`src/rtl/lsu_mem_port.sv`:
```
// Load/store unit for the RV32I core, driving the data port of the synchronous I/D RAM.
// One request in flight, fixed turnaround: accept, access, capture, respond.
module lsu_mem_port #(
  parameter int ADDR_WIDTH = 15
) (
  input  logic                  clk,
  input  logic                  rst_n,
  input  logic                  req_valid,
  output logic                  req_ready,
  input  logic                  req_we,
  input  logic [2:0]            req_funct3,
  input  logic [31:0]           req_addr,
  input  logic [31:0]           req_wdata,
  output logic                  resp_valid,
  output logic [31:0]           resp_rdata,
  output logic                  resp_err,
  output logic [ADDR_WIDTH-1:0] d_addr,
  output logic                  d_we,
  output logic [3:0]            d_be,
  output logic [31:0]           d_wdata,
  input  logic [31:0]           d_rdata
);

  // state   | meaning
  // IDLE    | ready; accept a request and set up the RAM port
  // ACCESS  | address, enables and data on the RAM port; RAM samples at cycle end
  // CAPTURE | registered RAM data valid; format it into resp_rdata
  // RESP    | resp_valid pulse, then back to IDLE
  localparam logic [1:0] IDLE    = 2'd0;
  localparam logic [1:0] ACCESS  = 2'd1;
  localparam logic [1:0] CAPTURE = 2'd2;
  localparam logic [1:0] RESP    = 2'd3;

  logic [1:0]  state;
  logic        we_q;
  logic [2:0]  funct3_q;
  logic [1:0]  off_q;
  logic        err_q;

  logic        accept;
  logic        req_err;
  logic [3:0]  req_be;
  logic [31:0] req_wrep;
  logic [7:0]  ld_byte;
  logic [15:0] ld_half;
  logic [31:0] load_fmt;

  // Bits above the RAM size are dropped so the address wraps.
  logic unused_addr_hi;
  assign unused_addr_hi = ^req_addr[31:ADDR_WIDTH+2];

  assign req_ready = (state == IDLE) && rst_n;
  assign accept    = req_valid && req_ready;

  // funct3[1:0] is the access size; funct3[2] is the unsigned flag, legal only on byte/half loads.
  always_comb begin
    req_err = 1'b0;
    case (req_funct3[1:0])
      2'b01:   req_err = req_addr[0];
      2'b10:   req_err = (req_addr[1:0] != 2'b00);
      2'b11:   req_err = 1'b1;
      default: req_err = 1'b0;
    endcase
    if (req_funct3[2] && (req_we || req_funct3[1]))
      req_err = 1'b1;
  end

  always_comb begin
    req_be   = 4'b0000;
    req_wrep = req_wdata;
    case (req_funct3[1:0])
      2'b00: begin
        req_be   = 4'b0001 << req_addr[1:0];
        req_wrep = {4{req_wdata[7:0]}};
      end
      2'b01: begin
        req_be   = req_addr[1] ? 4'b1100 : 4'b0011;
        req_wrep = {2{req_wdata[15:0]}};
      end
      2'b10:   req_be = 4'b1111;
      default: req_be = 4'b0000;
    endcase
    if (req_err)
      req_be = 4'b0000;
  end

  always_comb begin
    case (off_q)
      2'd0:    ld_byte = d_rdata[7:0];
      2'd1:    ld_byte = d_rdata[15:8];
      2'd2:    ld_byte = d_rdata[23:16];
      default: ld_byte = d_rdata[31:24];
    endcase
    ld_half  = off_q[1] ? d_rdata[31:16] : d_rdata[15:0];
    load_fmt = 32'h0;
    if (!we_q && !err_q) begin
      case (funct3_q)
        3'b000:  load_fmt = {{24{ld_byte[7]}}, ld_byte};
        3'b100:  load_fmt = {24'h0, ld_byte};
        3'b001:  load_fmt = {{16{ld_half[15]}}, ld_half};
        3'b101:  load_fmt = {16'h0, ld_half};
        3'b010:  load_fmt = d_rdata;
        default: load_fmt = 32'h0;
      endcase
    end
  end

  always_ff @(posedge clk) begin
    if (!rst_n) begin
      state      <= IDLE;
      we_q       <= 1'b0;
      funct3_q   <= 3'b000;
      off_q      <= 2'b00;
      err_q      <= 1'b0;
      d_addr     <= '0;
      d_we       <= 1'b0;
      d_be       <= 4'b0000;
      d_wdata    <= 32'h0;
      resp_valid <= 1'b0;
      resp_rdata <= 32'h0;
      resp_err   <= 1'b0;
    end else begin
      resp_valid <= 1'b0;
      case (state)
        IDLE: begin
          if (accept) begin
            we_q     <= req_we;
            funct3_q <= req_funct3;
            off_q    <= req_addr[1:0];
            err_q    <= req_err;
            d_addr   <= req_addr[ADDR_WIDTH+1:2];
            d_be     <= req_be;
            d_wdata  <= req_wrep;
            d_we     <= req_we && !req_err;
            state    <= ACCESS;
          end
        end
        ACCESS: begin
          d_we  <= 1'b0;
          d_be  <= 4'b0000;
          state <= CAPTURE;
        end
        CAPTURE: begin
          resp_rdata <= load_fmt;
          resp_err   <= err_q;
          resp_valid <= 1'b1;
          state      <= RESP;
        end
        RESP:    state <= IDLE;
        default: state <= IDLE;
      endcase
    end
  end

endmodule

```
`config.mk`:
```
export PLATFORM = sky130hd
export DESIGN_NAME = lsu_mem_port
export DESIGN_NICKNAME = d
export VERILOG_FILES = /design/src/rtl/lsu_mem_port.sv
export SDC_FILE = /design/constraint.sdc
export NUM_CORES = 1
export LEC_CHECK = 0
export ABC_AREA = 1
export CAP_MARGIN = 20
export CORE_ASPECT_RATIO = 1.2
export CORE_MARGIN = 3
export CORE_UTILIZATION = 43
export CTS_BUF_LIST = sky130_fd_sc_hd__clkbuf_16
export DETAILED_ROUTE_END_ITERATION = 8
export GPL_TIMING_DRIVEN = 0
export PLACE_DENSITY = 0.86
export SLEW_MARGIN = 20
export SYNTH_ARGS = -nofsm -noshare
export SYNTH_HDL_FRONTEND = slang
export SYNTH_SLANG_ARGS = --single-unit
```
`constraint.sdc`:
```
create_clock -name clk -period 1.7 [get_ports clk]
set_input_delay 0.17 -clock clk [delete_from_list [all_inputs] [get_ports clk]]
set_output_delay 0.17 -clock clk [all_outputs]
set_load 0.1 [all_outputs]
```
==> results.py <==
metrics = {
    "outcome": {
        "outcome": "finished clean",
    },
    "setup_path": {
        "critPathLaunchType": "flop",
        "cp.depth": 1,
        "r2r_cells": 9,
        "r2r-end": "d_wdata[23]",
        "cp_num_buf_inv": 1,
        "critical_path.max_stage_delay_ns": 0.82,
        "worst_r2r_startpoint": "state[0]",
        "startpoint": "d_addr[4]",
        "crit_path_cell_trace": "clkdlybuf4s15_1",
        "path_class": "reg2out",
        "cp-end-kind": "primary output",
        "cp_slowest_cell": "clkdlybuf4s15_1",
        "cp-endpoint": "d_addr[4]",
        "crit_family": "buffers and inverters",
        "required_ns": 1.53,
        "r2r_slack_ns": 0.12,
        "cp_max_fo": 2,
        "worst_ep_arrival_time_ns": 1.51,
    },
    "clocking": {
        "clockBufferDepth": 2,
        "clk_pin_slew_ns": 0.07,
        "cts-buffers-inserted": 9,
        "cts_tree": "done",
        "insertion_delay_ns": 0.35,
        "numClockSinks": 95,
        "htree_levels": 3,
        "root_buffer": "clkbuf_16",
    },
    "logic_synthesis": {
        "muxShareOfSynthArea_pct": 0,
        "synth-simple-area-share_pct": 32.2,
        "syn-num-nets": 814,
        "synthesis.area_sq_um": 4650,
        "synth_cell_type_count": 27,
        "synth_adder_area_share_pct": 1.08,
        "synth_cells": 707,
        "synth_xor_area_share_pct": 0,
        "syn_area_per_cell_sq_um": 6.57,
        "ys_ff_latch": 95,
        "yosys_warnings": 0,
        "synth_compound_gate_area_share_pct": 16.0,
        "synth_top_family_by_area": "simple AND/OR/NAND/NOR gates",
        "ys_seq_area_share_pct": 40.9,
    },
    "power_and_ir_drop": {
        "clkPwrFrac_pct": 18.6,
        "p_int_mw": 4.87,
        "p_per_area_nw_per_um2": 1540,
        "sw_frac_of_total_pct": 52.4,
        "p_sw_mw": 5.36,
        "power_frac_seq_pct": 28.0,
        "vdd_drop_max_v": 0.00132,
        "p_leak_nw": 2.92,
        "p_comb_share_pct": 53.4,
    },
    "cells_and_area": {
        "fin_nets": 1001,
        "layout_commonest_cell": "nand2_1",
        "post_layout_nonfiller_instances": 1025,
        "drive_gt1_share_pct": 16.2,
        "utilization_pct": 65.0,
        "fin_area_sq_um": 6660,
        "diodes": 0,
        "area_delta_synth_final_pct": 43.4,
        "final_cell_mix": "nand2_1, dfxtp_1, clkdlybuf4s50_1",
    },
    "global_route": {
        "grt_pass1_wl_um": 25100,
        "grtUsageMet1_pct": 29.3,
        "grt_usage_pct": 26.1,
        "grt_start_max_net_pins": 17,
        "grt_util_met2_pct": 43.6,
        "antenna_found_initial": 0,
        "top_usage_layer": "met2",
        "grt-ovfl-total": 0,
        "first_global_vias": 5256,
        "use_met3_pct": 9.42,
    },
    "timing": {
        "slew_headroom_pct": 36.8,
        "finalSetupViolations": 0,
        "finalClockSkew_ns": 0.00719,
        "tightestPinTransition_ns": 0.951,
        "period_share_pct": 98.6,
        "hold_violations": 0,
        "maxSlewViolCount": 0,
        "min_period_ns": 1.68,
        "fmax_ghz": 0.596,
    },
    "floorplanning": {
        "core_sq_um": 10300,
        "fp-row-count": 40,
        "die_h_um": 120,
        "io_pins": 190,
        "die_area_sq_um": 12100,
        "initial_utilization_pct": 45.3,
        "die_w_um": 101,
    },
    "route": {
        "num_vias": 5362,
        "postRouteAntennaNets": 0,
        "vias_per_cell": 5.23,
        "dr.first_iter.drc_count": 326,
        "drt_first_pass_iters": 5,
        "drc": 0,
        "postRouteWirelength_um": 15900,
        "wl_per_cell_um": 15.5,
    },
    "placed_design": {
        "placed_cell_area_sq_um": 6530,
        "port-buffer-count": 172,
        "dp_cells": 1005,
        "dp_hpwl_um": 11900,
        "gp_congestion": 1.00,
    },
    "run": {
        "cap_violations": 0,
    },
    "hold_path": {
        "hp-class": "in2reg",
        "min-delay-start": "rst_n",
    },
}
## per-stage QoR
stage	power [mW]	TNS, ns	hold WS [ns]	setup slack, ns
after floorplan	7.05	0	0.283	0.214
after global placement	8.44	-2.29	0.452	-0.391
after detailed placement	8.50	-3.80	0.455	-0.395
final	10.2	0	0.213	0.0235
after CTS	10.2	0	0.217	0.000205
after global routing	10.7	-0.0156	0.258	-0.0109
## worst min path at each step
| stage | end | slack [ns] | cells past startpoint |
|---|---|---|---|
| floorplan | d_addr[0] | 0.28 | 2 |
| global placement | d_wdata[21] | 0.45 | 2 |
| detailed placement | resp_rdata[23] | 0.45 | 2 |
| CTS | resp_rdata[30] | 0.22 | 3 |
| global route | resp_rdata[30] | 0.26 | 3 |
| finish | resp_rdata[30] | 0.21 | 3 |
## layer usage
metal  routed length (um)  share of wire [%]
met5                    0                  0
met4                  580                3.6
met3                 2050                 13
met2                 7380                 46
met1                 5900                 37
## what timing repair did
action	in CTS	in global routing
setup endpoints to repair	130	119
resized for setup	197	78
setup buffers	1	3
pin swaps	1	1
hold buffers	0	0
## state kept, by name, summed over array words and instances, names as in the netlist
signal and cells:
resp_valid 1, state 2, d_wdata 32, d_addr 15
resp_rdata 32, we_q 1, d_be 4, resp_err 1
off_q 2, d_we 1, err_q 1, funct3_q 3
## synthesized netlist by cell type (all sizes together)
| master | count | area share, % |
|---|---|---|
| nor2 | 38 | 3.6 |
| a211oi | 1 | 0.16 |
| dfxtp | 95 | 41 |
| inv | 63 | 5.2 |
| clkbuf | 18 | 1.5 |
| o211ai | 9 | 1.5 |
| nor3 | 2 | 0.32 |
| nand2 | 268 | 22 |
| a21oi | 68 | 7.3 |
| a32oi | 1 | 0.19 |
| nand3 | 52 | 5.8 |
| o22ai | 8 | 1.1 |
| nand4 | 2 | 0.27 |
| nor4 | 1 | 0.46 |
| ha | 4 | 1.1 |
| o21ai | 54 | 5.8 |
| buf | 23 | 3.1 |
## logic make-up after synthesis
| logic type | count (synthesis) |
|---|---|
| compound gates | 141 |
| fa+ha+maj | 4 |
| flops | 95 |
| simple gates | 363 |
| buf+inv | 104 |
## area by class of cell
class | count | area, sq um
buffer | 41 | 231
clock buffer | 9 | 225
sequential | 95 | 1900
fill | 918 | 3600
timing repair buffer | 176 | 1530
tap | 126 | 158
inverter | 63 | 244
clock inverter | 7 | 47.5
multi-input combinational | 508 | 2320
## power groups by stage
| stage | Clock (mW) | Combinational, mW | Sequential (mW) |
|---|---|---|---|
| 2_1_floorplan | 0 | 1.69 | 5.36 |
| 3_3_place_gp | 0 | 5.56 | 2.89 |
| 3_5_place_dp | 0 | 5.60 | 2.90 |
| 4_1_cts | 1.92 | 5.47 | 2.86 |
| 5_1_grt | 2.00 | 5.82 | 2.91 |
| 6_report | 1.90 | 5.46 | 2.87 |
Note: power is estimated with default switching activity, not from simulation.
==> variant, RTL diff (same settings) <==
Set the parameter `ADDR_WIDTH` to 17 (it was 15).
--- a/src/rtl/lsu_mem_port.sv
+++ b/src/rtl/lsu_mem_port.sv
@@ -1,7 +1,7 @@
 // Load/store unit for the RV32I core, driving the data port of the synchronous I/D RAM.
 // One request in flight, fixed turnaround: accept, access, capture, respond.
 module lsu_mem_port #(
-  parameter int ADDR_WIDTH = 15
+  parameter int ADDR_WIDTH = 17
 ) (
   input  logic                  clk,
   input  logic                  rst_n,
Ports: changed (resized d_addr); port bits go from 190 to 192. The function was not compared with the original's and may differ.
==> variant against the original RTL <==
Critical path depth is the same. Area after synthesis increased by 2.9%. First-iteration DRC count is 16% lower. Worst hold slack improved by 13 ps. Clock skew is 0.72 ps lower. Wire length rose by 0.42%. Worst setup slack better by 5.1 ps. Synthesized cell count grew 2.5%. Final area increased by 3.4%. Total power increased by 4.5%. Sequential cell count grew 2. Largest cell class unchanged.
==> variant: results (changes against the original RTL) <==
| Metric | Value |
|---|---|
| Status | `finished clean` |
| Setup Skew | `6.476 ps (-0.7160 ps)` |
| Vias per inst | `5.230 (about the same)` |
| Initial antenna violation count | `0 (unchanged)` |
| Mapped Nets | `832 (+2.2%)` |
| Critical Path Fanout Max | `2 (unchanged)` |
| Headroom to the max-slew limit | `36.44% (-0.41 points)` |
| Xor/xnor share of the synthesized area | `0% (unchanged)` |
| Post-synthesis adder-cell area fraction | `1.047% (-0.030 points)` |
| CTS Hold Bufs | `0 (unchanged)` |
| Worst path top cell family by delay | `buffers and inverters` |
| Most instantiated cells after synthesis | `260 x nand2_1, 97 x dfxtp_1, 63 x a21oi_1, 58 x inv_1, 46 x nor2_1` |
| First-pass GRT wire length | `25.36 mm (+0.94%)` |
| RR Startpoint | `state[0]` |
| N_diodes | `0 (unchanged)` |
| H-tree levels | `3 (unchanged)` |
| GPL Wtd Cong | `0.9402 (-6.3%)` |
| Synth Warn # | `0 (unchanged)` |
| Crit path launch | `resp_rdata[13]` |
| Top cells by area, synth | `dfxtp_1 41%, nand2_1 20%, a21oi_1 6.6%` |
| Largest net degree at the start of global routing | `17 (unchanged)` |
| Max VDD drop | `0.9682 mV (-26%)` |
| Clk Latency, worst-skew pair | `340 ps` |
| Final WL | `15.99 mm (+0.42%)` |
| Data arrival, critical path | `1500 ps` |
| Synth unique cells | `31 (+15%)` |
| Leakage power | `2.975 nW (+2.0%)` |
| Clock Tree Buf Depth | `2 (unchanged)` |
| Detailed placer's ending HPWL | `12.21 mm (+2.8%)` |
| Cts bufs inserted | `9 (unchanged)` |
| Share of cells above drive strength 1 | `18.17% (+1.9 points)` |
| Worst path slowest cell | `clkdlybuf4s15_1` |
| Vias in the first global route | `5,336 (+1.5%)` |
| Most used DFF post-synth | `dfxtp_1` |
| Mux cell area share after synthesis | `0% (unchanged)` |
| Gr usage total | `25.96% (-0.19 points)` |
| Port bufs | `177 (+2.9%)` |
| Biggest regs | `d_wdata x32, resp_rdata x32, d_addr x17` |
| Compound-Gate Fraction of Synth Area | `16.51% (+0.49 points)` |
| Async SR Flop Fraction | `0% (unchanged)` |
| First DRT Iteration DRCs | `275 (-16%)` |
| Hold_sp | `rst_n` |
| Slowest cell delay on critical path | `830 ps` |
| HP Class | `input port to register` |
| Net count reported at finish | `1,021 (+2.0%)` |
| DRT Pass-1 Iters | `5 (unchanged)` |
| Clk slew on worst S/H paths | `70 ps (about the same)` |
| Root Buffer Master | `clkbuf_16` |
| Seq/Total Area, Yosys | `40.61% (-0.32 points)` |
-- variant: power by group --
part	total, mW	internal [mW]	switching, mW
combinational	5.61	1.31	4.31
sequential	2.92	2.69	0.228
clock	2.17	1.29	0.877
-- variant: tightest hold or removal path: cells and delay by family --
kind | cells | cell delay [ps]
buf+inv | 2 | 180
simple gates | 2 | 110
compound gates | 1 | 70
-- variant: final cells by class --
class | instances | area [um^2]
plain buffers | 42 | 241.5
clock buffers | 9 | 225.2
clock inverters | 7 | 96.34
fillers | 983 | 3782
inverters | 63 | 240.2
multi-input cells | 523 | 2435
flip-flops and latches | 97 | 1942
well taps | 129 | 161.4
repair buffers | 178 | 1546
-- variant: layer usage --
layer / track usage (%) / vias up / wire length [um]
met1: 29.17 / 2474 / 5897
li1: - / 2706 / -
met5: 0 / - / 0
met3: 10.58 / 29 / 1907
met2: 43.78 / 272 / 7770
met4: 9.516 / 0 / 410
-- variant: final timing paths --
| check | endpoint | slack (ps) | cells after the start |
|---|---|---|---|
| setup / recovery | resp_rdata[13] | 30 | 1 |
| hold / removal | d_wdata[10] | 230 | 5 |
| setup reg to reg | resp_rdata[22] | 120 | 7 |
| hold reg to reg | we_q | 460 | 2 |
-- variant: what timing repair did --
| action | CTS | global route |
|---|---|---|
| gates resized for setup | 212 | 83 |
| setup endpoints to repair | 98 | 135 |
| buffers inserted | 0 | 1 |
| pin swaps | 0 | 1 |
-- variant: stage by stage --
step,worst slack (ps),area [um^2],hold slack (ps),cells,util (%)
detailed placement,-416.7,6718,444.6,1031,62.96
floorplan,26.86,4785,282.7,725,-
global route,-6.155,6888,273.0,1048,64.55
CTS,0.7515,7082,219.6,1047,66.37
global placement,-401.4,6718,438.7,1031,62.96
finish,28.58,6888,225.4,1048,64.55
